File: src/rtl/mem_bus_pkg.sv
// Shared types and constants for the memory-bus arbiter and its reusable arbitration pieces.
package mem_bus_pkg;

  typedef enum logic [1:0] {
    IDLE = 2'd0,
    BUSY = 2'd1,
    DONE = 2'd2
  } state_t;

  localparam logic [1:0] SZ_NONE = 2'd0;
  localparam logic [1:0] SZ_BYTE = 2'd1;
  localparam logic [1:0] SZ_HALF = 2'd2;
  localparam logic [1:0] SZ_WORD = 2'd3;

  localparam logic M0 = 1'b0;
  localparam logic M1 = 1'b1;

endpackage

File: src/rtl/rr_arbiter2.sv
// Two-requester round-robin pick. The last-winner pointer only moves when upd is high,
// so the caller decides when a pick is actually consumed.
module rr_arbiter2 import mem_bus_pkg::*; (
  input  logic       clk,
  input  logic       rst,
  input  logic [1:0] req,
  input  logic       upd,
  output logic       any,
  output logic       pick
);

  logic last;

  // On a tie, the requester that did not win last time gets the bus.
  assign any  = |req;
  assign pick = req[1] & (~req[0] | (last == M0));

  always_ff @(posedge clk) begin
    if (rst)
      last <= M1;
    else if (upd && any)
      last <= pick;
  end

endmodule

File: src/rtl/mem_bus_arbiter.sv
// Two-master sequencer for the shared memory port: arbitrates, latches one request,
// runs the mem_ready handshake with optional timeout and returns ack/err/rdata.
module mem_bus_arbiter import mem_bus_pkg::*; #(
  parameter int AW      = 32,
  parameter int DW      = 32,
  parameter int TIMEOUT = 16
) (
  input  logic          clk,
  input  logic          rst,
  input  logic          m0_req,
  input  logic [AW-1:0] m0_addr,
  input  logic [DW-1:0] m0_wdata,
  input  logic          m0_rw,
  input  logic [1:0]    m0_size,
  output logic          m0_gnt,
  output logic          m0_ack,
  output logic          m0_err,
  output logic [DW-1:0] m0_rdata,
  input  logic          m1_req,
  input  logic [AW-1:0] m1_addr,
  input  logic [DW-1:0] m1_wdata,
  input  logic          m1_rw,
  input  logic [1:0]    m1_size,
  output logic          m1_gnt,
  output logic          m1_ack,
  output logic          m1_err,
  output logic [DW-1:0] m1_rdata,
  output logic          mem_req,
  output logic [AW-1:0] mem_addr,
  output logic [DW-1:0] mem_wdata,
  output logic          mem_rw,
  output logic [1:0]    mem_size,
  input  logic          mem_ready,
  input  logic [DW-1:0] mem_rdata
);

  localparam int TW = $clog2(TIMEOUT + 1);
  localparam int CW = (TW > 0) ? TW : 1;

  typedef struct packed {
    logic [AW-1:0] addr;
    logic [DW-1:0] wdata;
    logic          rw;
    logic [1:0]    size;
  } mreq_t;

  mreq_t         req0, req1, cur;
  state_t        state, state_d;
  logic          owner, pick, any, upd, tmo, err_q;
  logic [CW-1:0] cnt;
  logic [DW-1:0] rdata0, rdata1, rd_d;

  assign req0 = {m0_addr, m0_wdata, m0_rw, m0_size};
  assign req1 = {m1_addr, m1_wdata, m1_rw, m1_size};

  rr_arbiter2 u_arb (
    .clk  (clk),
    .rst  (rst),
    .req  ({m1_req, m0_req}),
    .upd  (upd),
    .any  (any),
    .pick (pick)
  );

  assign tmo  = (TIMEOUT != 0) && (cnt == CW'(TIMEOUT - 1));
  assign rd_d = ((cur.size != SZ_NONE) && mem_ready && !cur.rw) ? mem_rdata : '0;

  always_ff @(posedge clk) begin
    if (rst) state <= IDLE;
    else     state <= state_d;
  end

  always_comb begin
    state_d = state;
    upd     = 1'b0;
    case (state)
      IDLE: if (any) begin
        state_d = BUSY;
        upd     = 1'b1;
      end
      BUSY: if ((cur.size == SZ_NONE) || mem_ready || tmo) state_d = DONE;
      DONE: state_d = IDLE;
      default: state_d = IDLE;
    endcase
  end

  // Request is captured once on entry to BUSY; later input changes are not looked at.
  always_ff @(posedge clk) begin
    if (rst) begin
      cur    <= '0;
      owner  <= M0;
      cnt    <= '0;
      err_q  <= 1'b0;
      rdata0 <= '0;
      rdata1 <= '0;
    end else begin
      case (state)
        IDLE: begin
          cnt   <= '0;
          err_q <= 1'b0;
          if (any) begin
            cur   <= pick ? req1 : req0;
            owner <= pick;
          end
        end
        BUSY: begin
          if (state_d == DONE) begin
            err_q <= (cur.size == SZ_NONE) | ~mem_ready;
            if (owner == M1) rdata1 <= rd_d;
            else             rdata0 <= rd_d;
          end else begin
            cnt <= cnt + 1'b1;
          end
        end
        default: begin
          cnt   <= '0;
          err_q <= 1'b0;
        end
      endcase
    end
  end

  assign mem_req   = (state == BUSY) && (cur.size != SZ_NONE);
  assign mem_size  = mem_req ? cur.size : SZ_NONE;
  assign mem_addr  = cur.addr;
  assign mem_wdata = cur.wdata;
  assign mem_rw    = cur.rw;

  assign m0_gnt   = (state == BUSY) && (owner == M0);
  assign m1_gnt   = (state == BUSY) && (owner == M1);
  assign m0_ack   = (state == DONE) && (owner == M0);
  assign m1_ack   = (state == DONE) && (owner == M1);
  assign m0_err   = m0_ack & err_q;
  assign m1_err   = m1_ack & err_q;
  assign m0_rdata = rdata0;
  assign m1_rdata = rdata1;

endmodule

File: config.mk
export PLATFORM = sky130hd
export DESIGN_NAME = mem_bus_arbiter
export DESIGN_NICKNAME = d
export VERILOG_FILES = /design/src/rtl/mem_bus_pkg.sv /design/src/rtl/rr_arbiter2.sv /design/src/rtl/mem_bus_arbiter.sv
export SDC_FILE = /design/constraint.sdc
export NUM_CORES = 1
export LEC_CHECK = 0
export ABC_CLOCK_PERIOD_IN_PS = 2800
export CORE_ASPECT_RATIO = 1.5
export CORE_MARGIN = 4
export CORE_UTILIZATION = 42
export DETAILED_ROUTE_END_ITERATION = 6
export MAX_ROUTING_LAYER = met4
export PLACE_DENSITY_LB_ADDON = 0.25
export SLEW_MARGIN = 20
export SYNTH_ARGS = -nofsm -noshare
export SYNTH_HDL_FRONTEND = slang
export SYNTH_HIERARCHICAL = 1
export SYNTH_SLANG_ARGS = --single-unit
File: constraint.sdc
create_clock -name clk -period 2.8 [get_ports clk]
set_input_delay 0.7 -clock clk [delete_from_list [all_inputs] [get_ports clk]]
set_output_delay 0.7 -clock clk [all_outputs]
set_load 0.1 [all_outputs]
# ---- Word-level counts from Yosys, hierarchy flattened
# Index checks and enable logic that the tools add are counted.
dict set report classes {
  addsub 1
  mul 0
  n_div 0
  n_lt_le_gt_ge 0
  eq_ne 4
  n_shift 0
  mux 8
  bitwise_logic 10
  n_reduce_logical 19
}
# op count
set ops {}
lappend ops {{$mux W67} 1}
lappend ops {{$mux W32} 1}
lappend ops {{$logic_and A1 B1 Y1} 8}
lappend ops {{$mux W2} 3}
lappend ops {{$reduce_and A3 Y1} 2}
lappend ops {{$add A5 B1 Y5 const B} 1}
lappend ops {{$eq A5 B4 Y1 const B} 1}
lappend ops {{$not A1 Y1} 5}
lappend ops {{$eq A2 B2 Y1 const B} 2}
lappend ops {{$logic_not A2 Y1} 2}
lappend ops {{$pmux W2 S2} 1}
lappend ops {{$reduce_or A2 Y1} 2}
lappend ops {{$and A1 B1 Y1} 3}
lappend ops {{$eq A2 B1 Y1 const B} 1}
lappend ops {{$logic_or A1 B1 Y1} 2}
lappend ops {{$mux W1} 2}
lappend ops {{$or A1 B1 Y1} 2}
lappend ops {{$reduce_and A2 Y1} 1}
lappend ops {{$reduce_bool A2 Y1} 1}
lappend ops {{$logic_not A1 Y1} 1}
dict set report word_totals {
  register_bits 141
  latchBits 0
  mem_bits_rw 0
  mem_bits_ro 0
  out_inout_bits 138
  elab_cells 53
  n_memories 0
}

# ---- Depth between registers and ports, before layout
# Gate-level depths: netlist (run 1).
dict set report logic_depth {
  depth_word 7
  mapped_depth 8
  depth_no_buf 6
}

# ---- Cells and area by module
# Netlist (run 1), hierarchy kept.
# module instances cells_per_inst area_per_inst_um2 seq_area_each_um2
set modules_own_cells {}
lappend modules_own_cells {mem_bus_arbiter 1 667 6556.3 2802.7}
lappend modules_own_cells {rr_arbiter2 1 6 56.3 20.0}

# ---- Worst setup path after synthesis (run 1)
# No wires, ideal clock.
dict set report synth_timing {
  kind {reg2out}
  from {register state[1]}
  to {output port m0_err}
  arrival_time_ps 3607
  slack_ps -1507
  stages_incl_launch_ff 3
  path_buffers 0
  path_cell_list {dfxtp_1 -> nor3b_1 -> and2_1}
}
dict set report synth_via {
  elab_chain_cells 3
}
# item line
set synth_rtl {}
lappend synth_rtl {{from (decl)} mem_bus_arbiter.sv:48} ;# state_t state, state_d;
lappend synth_rtl {{from (signal assigned)} mem_bus_arbiter.sv:70} ;# else state <= state_d;
lappend synth_rtl {{$eq A2 B2 Y1} mem_bus_arbiter.sv:131} ;# assign m0_ack = (state == DONE) && (owner == M0);
lappend synth_rtl {{$logic_and A1 B1 Y1} mem_bus_arbiter.sv:131}
lappend synth_rtl {{net m0_ack} mem_bus_arbiter.sv:16} ;# output logic m0_ack,
lappend synth_rtl {{$and A1 B1 Y1} mem_bus_arbiter.sv:133} ;# assign m0_err = m0_ack & err_q;
lappend synth_rtl {{to (decl)} mem_bus_arbiter.sv:17} ;# output logic m0_err,
# The timed path passes the listed nets, and every way through them passes these cells.

# ---- Final worst setup path (run 1)
dict set report layout_timing {
  from {register owner}
  to {output port m1_err}
}
dict set report layout_via {
  elab_chain_cells 2
}
# item line
set layout_rtl {}
lappend layout_rtl {{from (decl)} mem_bus_arbiter.sv:49} ;# logic owner, pick, any, upd, tmo, err_q;
lappend layout_rtl {{from (signal assigned)} mem_bus_arbiter.sv:103} ;# owner <= pick;
lappend layout_rtl {{$logic_and A1 B1 Y1} mem_bus_arbiter.sv:132} ;# assign m1_ack = (state == DONE) && (owner == M1);
lappend layout_rtl {{$and A1 B1 Y1} mem_bus_arbiter.sv:134} ;# assign m1_err = m1_ack & err_q;
lappend layout_rtl {{to (decl)} mem_bus_arbiter.sv:26} ;# output logic m1_err,
# Every way passes these cells.

==> metrics.cfg, run 1 <==
[layout]
final_cell_mix=clkdlybuf4s50_1 (169), buf_4 (147), dfxtp_1 (141)
nets=1072
drive_above_1_share=0.220
area_growth_pct=47.8
multi_input_area_sq_um=3050
seqCellArea_sq_um=2820
instances_no_fill=1110
fill_cells=1288
final_area_sq_um=9770
antennaDiodeCount=0
fin_util=0.640
mostFrequentLayoutCell=clkdlybuf4s50_1

[floorplan]
die_h_microns=162
initial_core_util=0.433
core_area_sq_um=15300
rows=55
dieArea_sq_um=17900
die-width_microns=110
io_pins=309

[worst_setup_path]
worst_setup_path_start_kind=flop
cp-startpoint=owner$_SDFFE_PP0P_
cp.required_ns=2.10
crit_end=m1_err
arrival_ns=1.61
reg2reg_depth=7
cp_max_fo=6
rrSetupSlack_ns=0.54
end_kind=output pin
worstReg2RegEnd=m1_rdata[11]$_SDFFE_PP0P_
worstSetupPathType=flop to output pin
reg2reg_from=cnt[0]$_SDFFE_PP0P_

[sta]
rsz0062_at_grt=no
worst_slew_pin_slew_ns=0.632
fin_skew_ns=0.00939
layout_worst_path_cycle_share=0.825
finalMaxSlewViolations=0
fin_ws_ns=0.489
fmax_mhz=433
holdWs_ns=0.474
maxSlewHeadroom=0.579
setup_tns_ns=0
finalHoldViolations=0
setup_viol=0
min_period_ns=2.31

[logic_synthesis]
synth_seq_area_share=0.427
syn_area_sq_um=6610
synthCells=673
synth_seq_cells=141
synthDistinctLibCells=34
synth_warnings=6
synthesis.nets=846
syn_avg_cell_area_sq_um=9.83

[route]
dr.pass1.iters=4
detail-route-antenna-nets=0
finalWirelength_microns=18900
drc=0
vias=5576
drt_iter0_markers=280
wire_per_inst_microns=17.0
vias_per_cell=5.02

[global_routing]
grt_pass1_wl_microns=30400
grtUsageTotal=0.216
antenna_found_initial=0
grt_overflow=0
grt_pass1_vias=6106
grt_max_degree=64

[power_and_ir_drop]
p_per_area_nw_per_um2=695
p_total_mw=6.79
p_leak_nw=4.29
ir_worst_vdd_v=0.000461

[clock_tree]
cts_tree=yes
cts_setup_buffers=0
htreeDepth=4
clock_latency_ns=0.41
cts_resized=0
numCtsBuffers=17
clockRootBuffer=clkbuf_16
holdBufCountCts=0
cts_sinks=141
clk_pin_slew_ns=0.06
clockBufferDepth=2

[flow_run]
maxCapViolations=0

[run_status]
status=finished clean

[placement]
place_area_sq_um=9140
routabilityCongestion=0.785
hpwl_microns=14400
portBuffers=308
dpl_worst_slack_ns=0.277
dp_cells=1079

[min_path]
hold_class=flop to flop

-- state kept, by name, summed over array words and instances (netlist names) --
name	count
m0_rdata	32
m1_rdata	32
mem_addr	32
mem_wdata	32
cnt	5
cur	2
state	2
err_q	1
mem_rw	1
owner	1
u_arb/last	1
-- cell type report --
class	count	area share
clock buffers	19	0.0453
clock inverters	12	0.0191
flip-flops and latches	141	0.289
multi-input cells	410	0.312
inverters	2	0.000768
repair buffers	327	0.309
well taps	199	0.0255
-- critical path, stage by stage (launching register included) --
cell     delay, ns
dfxtp_1       0.52
and3b_1       0.24
and2_2        0.15
buf_4         0.28
-- cell usage after synthesis (all sizes together) --
library cell | instances | area, sq um
and3 | 2 | 12.5
dfxtp | 141 | 2820
a211oi | 67 | 503
and3b | 1 | 8.76
o21bai | 2 | 18.8
a21oi | 8 | 40.0
or2 | 3 | 18.8
o31ai | 2 | 15.0
nor3b | 3 | 27.5
a311oi | 1 | 8.76
and2 | 6 | 37.5
nor2 | 72 | 273
or3 | 1 | 6.26
clkbuf | 28 | 105
or4 | 2 | 15.0
o21ai | 3 | 26.3
nand4 | 32 | 200
nand2b | 65 | 407
buf | 92 | 662
a31oi | 1 | 6.26
inv | 2 | 7.51
nor2b | 1 | 6.26
nand3 | 2 | 10.0
ha | 2 | 25.0
a21boi | 1 | 7.51
o211ai | 1 | 21.3
mux2i | 132 | 1320
-- report_power, final --
| part | internal (mW) | switching (mW) |
|---|---|---|
| Combinational | 0.654 | 1.50 |
| Sequential | 2.15 | 0.0914 |
| Clock | 1.52 | 0.868 |
| Total | 4.33 | 2.46 |
-- cell families (layout without fill, tap and decap cells) --
kind of cell / after synthesis / in the layout / share of synthesized area
AOI/OAI and AO/OA: 86 / 86 / 0.0978
adders and majority gates: 2 / 2 / 0.00378
buffers and inverters: 122 / 360 / 0.117
DFF: 141 / 141 / 0.427
muxes: 132 / 132 / 0.200
and+or+nand+nor: 190 / 190 / 0.155
-- routing by layer --
| layer | global-route usage | routed length, microns | vias to the layer above |
|---|---|---|---|
| li1 | - | - | 2769 |
| met5 | - | 0 | - |
| met1 | 0.215 | 6870 | 2563 |
| met3 | 0.0533 | 1210 | 25 |
| met4 | 0.0913 | 363 | 0 |
| met2 | 0.398 | 10400 | 219 |
-- worst min-delay path by stage --
| stage | startpoint | cells past startpoint | end | slack, ns |
|---|---|---|---|---|
| finish | m0_rdata[10]$_SDFFE_PP0P_ | 2 | m0_rdata[10]$_SDFFE_PP0P_ | 0.47 |
| detailed placement | m0_rdata[18]$_SDFFE_PP0P_ | 2 | m0_rdata[18]$_SDFFE_PP0P_ | 0.47 |
| floorplan | cnt[3]$_SDFFE_PP0P_ | 2 | cnt[3]$_SDFFE_PP0P_ | 0.45 |
| global placement | cnt[3]$_SDFFE_PP0P_ | 2 | cnt[3]$_SDFFE_PP0P_ | 0.45 |
| CTS | m0_rdata[18]$_SDFFE_PP0P_ | 2 | m0_rdata[18]$_SDFFE_PP0P_ | 0.48 |
| global route | m1_rdata[4]$_SDFFE_PP0P_ | 2 | m1_rdata[4]$_SDFFE_PP0P_ | 0.50 |
Power figures use the tool's default switching activity.
==> run 2, diff against run 1 <==
--- a/config.mk
+++ b/config.mk
@@ -5,10 +5,10 @@
 export SDC_FILE = /design/constraint.sdc
 export NUM_CORES = 1
 export LEC_CHECK = 0
-export ABC_CLOCK_PERIOD_IN_PS = 2800
+export ABC_CLOCK_PERIOD_IN_PS = 2100
 export CORE_ASPECT_RATIO = 1.5
 export CORE_MARGIN = 4
-export CORE_UTILIZATION = 42
+export CORE_UTILIZATION = 38
 export DETAILED_ROUTE_END_ITERATION = 6
 export MAX_ROUTING_LAYER = met4
 export PLACE_DENSITY_LB_ADDON = 0.25
==> constraint.sdc (replaced) <==
create_clock -name clk -period 2.1 [get_ports clk]
set_input_delay 0.525 -clock clk [delete_from_list [all_inputs] [get_ports clk]]
set_output_delay 0.525 -clock clk [all_outputs]
set_load 0.1 [all_outputs]
==> metrics.cfg, run 2 (synthesis results as in run 1) <==
[run_status]
status=finished clean

[min_path]
hold_class=input port to flop

[route]
vias=5595  ; +0.34%
drc=0  ; unchanged
wire_per_inst_microns=16.3  ; -4.0%
drt_iter0_markers=191  ; -32%
dr.pass1.iters=4  ; unchanged
detail-route-antenna-nets=0  ; unchanged
vias_per_cell=4.90  ; -2.5%
finalWirelength_microns=18600  ; -1.2%

[global_routing]
grtUsageTotal=0.187  ; -0.0289
grt_pass1_vias=5597  ; -8.3%
antenna_found_initial=0  ; unchanged
grt_overflow=0  ; unchanged
grt_max_degree=51  ; -20%
grt_pass1_wl_microns=28100  ; -7.6%

[sta]
worst_slew_pin_slew_ns=0.456  ; -0.176 ns
rsz0062_at_grt=no
layout_worst_path_cycle_share=0.940
maxSlewHeadroom=0.696  ; +0.117
min_period_ns=1.97
setup_viol=0  ; unchanged
finalHoldViolations=0  ; unchanged
fmax_mhz=507
finalMaxSlewViolations=0  ; unchanged
fin_ws_ns=0.127  ; -0.362 ns
fin_skew_ns=0.0109  ; +0.00148 ns

[worst_setup_path]
cp.required_ns=2.43  ; +0.33 ns
cp_slowest_stage_delay_ns=0.32  ; -0.20 ns
worstSetupPathType=flop to flop
worst_setup_path_start_kind=flop
cp_cell_sequence=ha_1, and3_1, ha_1, or2_4, o211ai_4, buf_12, buf_12, mux2i_1
arrival_ns=2.30  ; +0.69 ns
end_kind=flop
slowest_stage=dfxtp_1
cp_max_fo=14  ; +8

[power_and_ir_drop]
p_per_area_nw_per_um2=894  ; +29%
ir_worst_vdd_v=0.000515  ; +12%
p_leak_nw=4.43  ; +3.3%

[placement]
routabilityCongestion=0.766  ; -2.4%
hpwl_microns=14000  ; -3.1%
place_area_sq_um=9410  ; +2.9%
portBuffers=308  ; unchanged
dpl_worst_slack_ns=-0.0714  ; -0.348 ns

[floorplan]
core_area_sq_um=16900  ; +11%
io_pins=309  ; unchanged
rows=58  ; +5.5%
die_h_microns=170  ; +4.9%
die-width_microns=116  ; +4.8%
dieArea_sq_um=19600  ; +9.9%
initial_core_util=0.391  ; -0.0418

[clock_tree]
clockRootBuffer=clkbuf_16
clockBufferDepth=2  ; unchanged
cts_sinks=141  ; unchanged
clock_latency_ns=0.41  ; about the same
clk_pin_slew_ns=0.06  ; about the same
htreeDepth=4  ; unchanged
numCtsBuffers=17  ; unchanged
cts_tree=yes

[layout]
final_area_sq_um=10100  ; +3.0%
nets=1092  ; +1.9%
mostFrequentLayoutCell=clkdlybuf4s50_1
area_growth_pct=52.2
final_cell_mix=clkdlybuf4s50_1 (169), buf_4 (156), dfxtp_1 (138)
drive_above_1_share=0.246  ; +0.0262
antennaDiodeCount=0  ; unchanged

[flow_run]
maxCapViolations=0  ; unchanged

## run 2: cell types whose count changed in the layout (fill, tap and decap cells not counted), sizes merged
cell    delta
buf       +19
bufinv     -2
clkinv     +2
inv        +1
clkbuf     +1
## run 2: repair_timing
| action | 4_1_cts | 5_1_grt |
|---|---|---|
| cloned | 0 | 1 |
| resized for setup | 3 | 3 |
| pin swaps | 0 | 1 |
| hold buffers | 0 | 0 |
| endpoints found under the setup margin | 5 | 58 |
| setup buffers | 0 | 1 |
## run 2: power by group
| group | switching [mW] | internal (mW) | leakage [nW] | total (mW) |
|---|---|---|---|---|
| combinational | 2.01 | 0.943 | 2.99 | 2.96 |
| sequential | 0.114 | 2.87 | 1.16 | 2.98 |
| clock | 1.25 | 1.81 | 0.284 | 3.06 |
| total | 3.37 | 5.63 | 4.43 | 9.00 |
## run 2: final timing paths
path | endpoint | depth (start not counted) | slack (ns) | start
setup / recovery | m1_rdata[17]$_SDFFE_PP0P_ | 8 | 0.13 | cnt[0]$_SDFFE_PP0P_
hold / removal | mem_addr[23]$_SDFFE_PP0P_ | 2 | 0.47 | rst
setup reg to reg | m1_rdata[17]$_SDFFE_PP0P_ | 8 | 0.13 | cnt[0]$_SDFFE_PP0P_
hold reg to reg | m1_rdata[1]$_SDFFE_PP0P_ | 2 | 0.48 | m1_rdata[1]$_SDFFE_PP0P_
## run 2: cell type report
cell class              instances  area (sq um)
clock buffers                  19           443
well taps                     210           263
multi-input cells             410          3060
inverters                       2          7.51
fillers                      1480          6850
flip-flops and latches        141          2830
repair buffers                347          3310
clock inverters                13           158
## run 2: worst max-delay path, delay by kind of cell (launching register included)
kind            cells  cell delay (ns)
simple gates        2             0.47
buf+inv             2             0.31
compound gates      1             0.20
fa+ha+maj           2             0.41
flops               1             0.32
mux                 1             0.19
## run 2: per-layer routing
metal  GRT usage  part of all wire  vias up
met5           -                 0        -
met4      0.0495            0.0096        0
met3      0.0421             0.064       11
met2       0.340              0.54      192
met1       0.202              0.39     2581
li1            -                 -     2811
## run 2: through the flow
step | power [mW] | util | hold WS, ns | setup TNS, ns | std cells
after detailed placement | 6.01 | 0.556 | 0.466 | -0.753 | 1108
after global placement | 6.00 | 0.556 | 0.463 | -0.0288 | 1108
final | 9.00 | 0.595 | 0.465 | 0 | 1142
after global routing | 9.35 | 0.595 | 0.463 | 0 | 1142
after CTS | 9.10 | 0.592 | 0.459 | 0 | 1140
after floorplan | 5.29 | - | 0.448 | -9.78 | 673
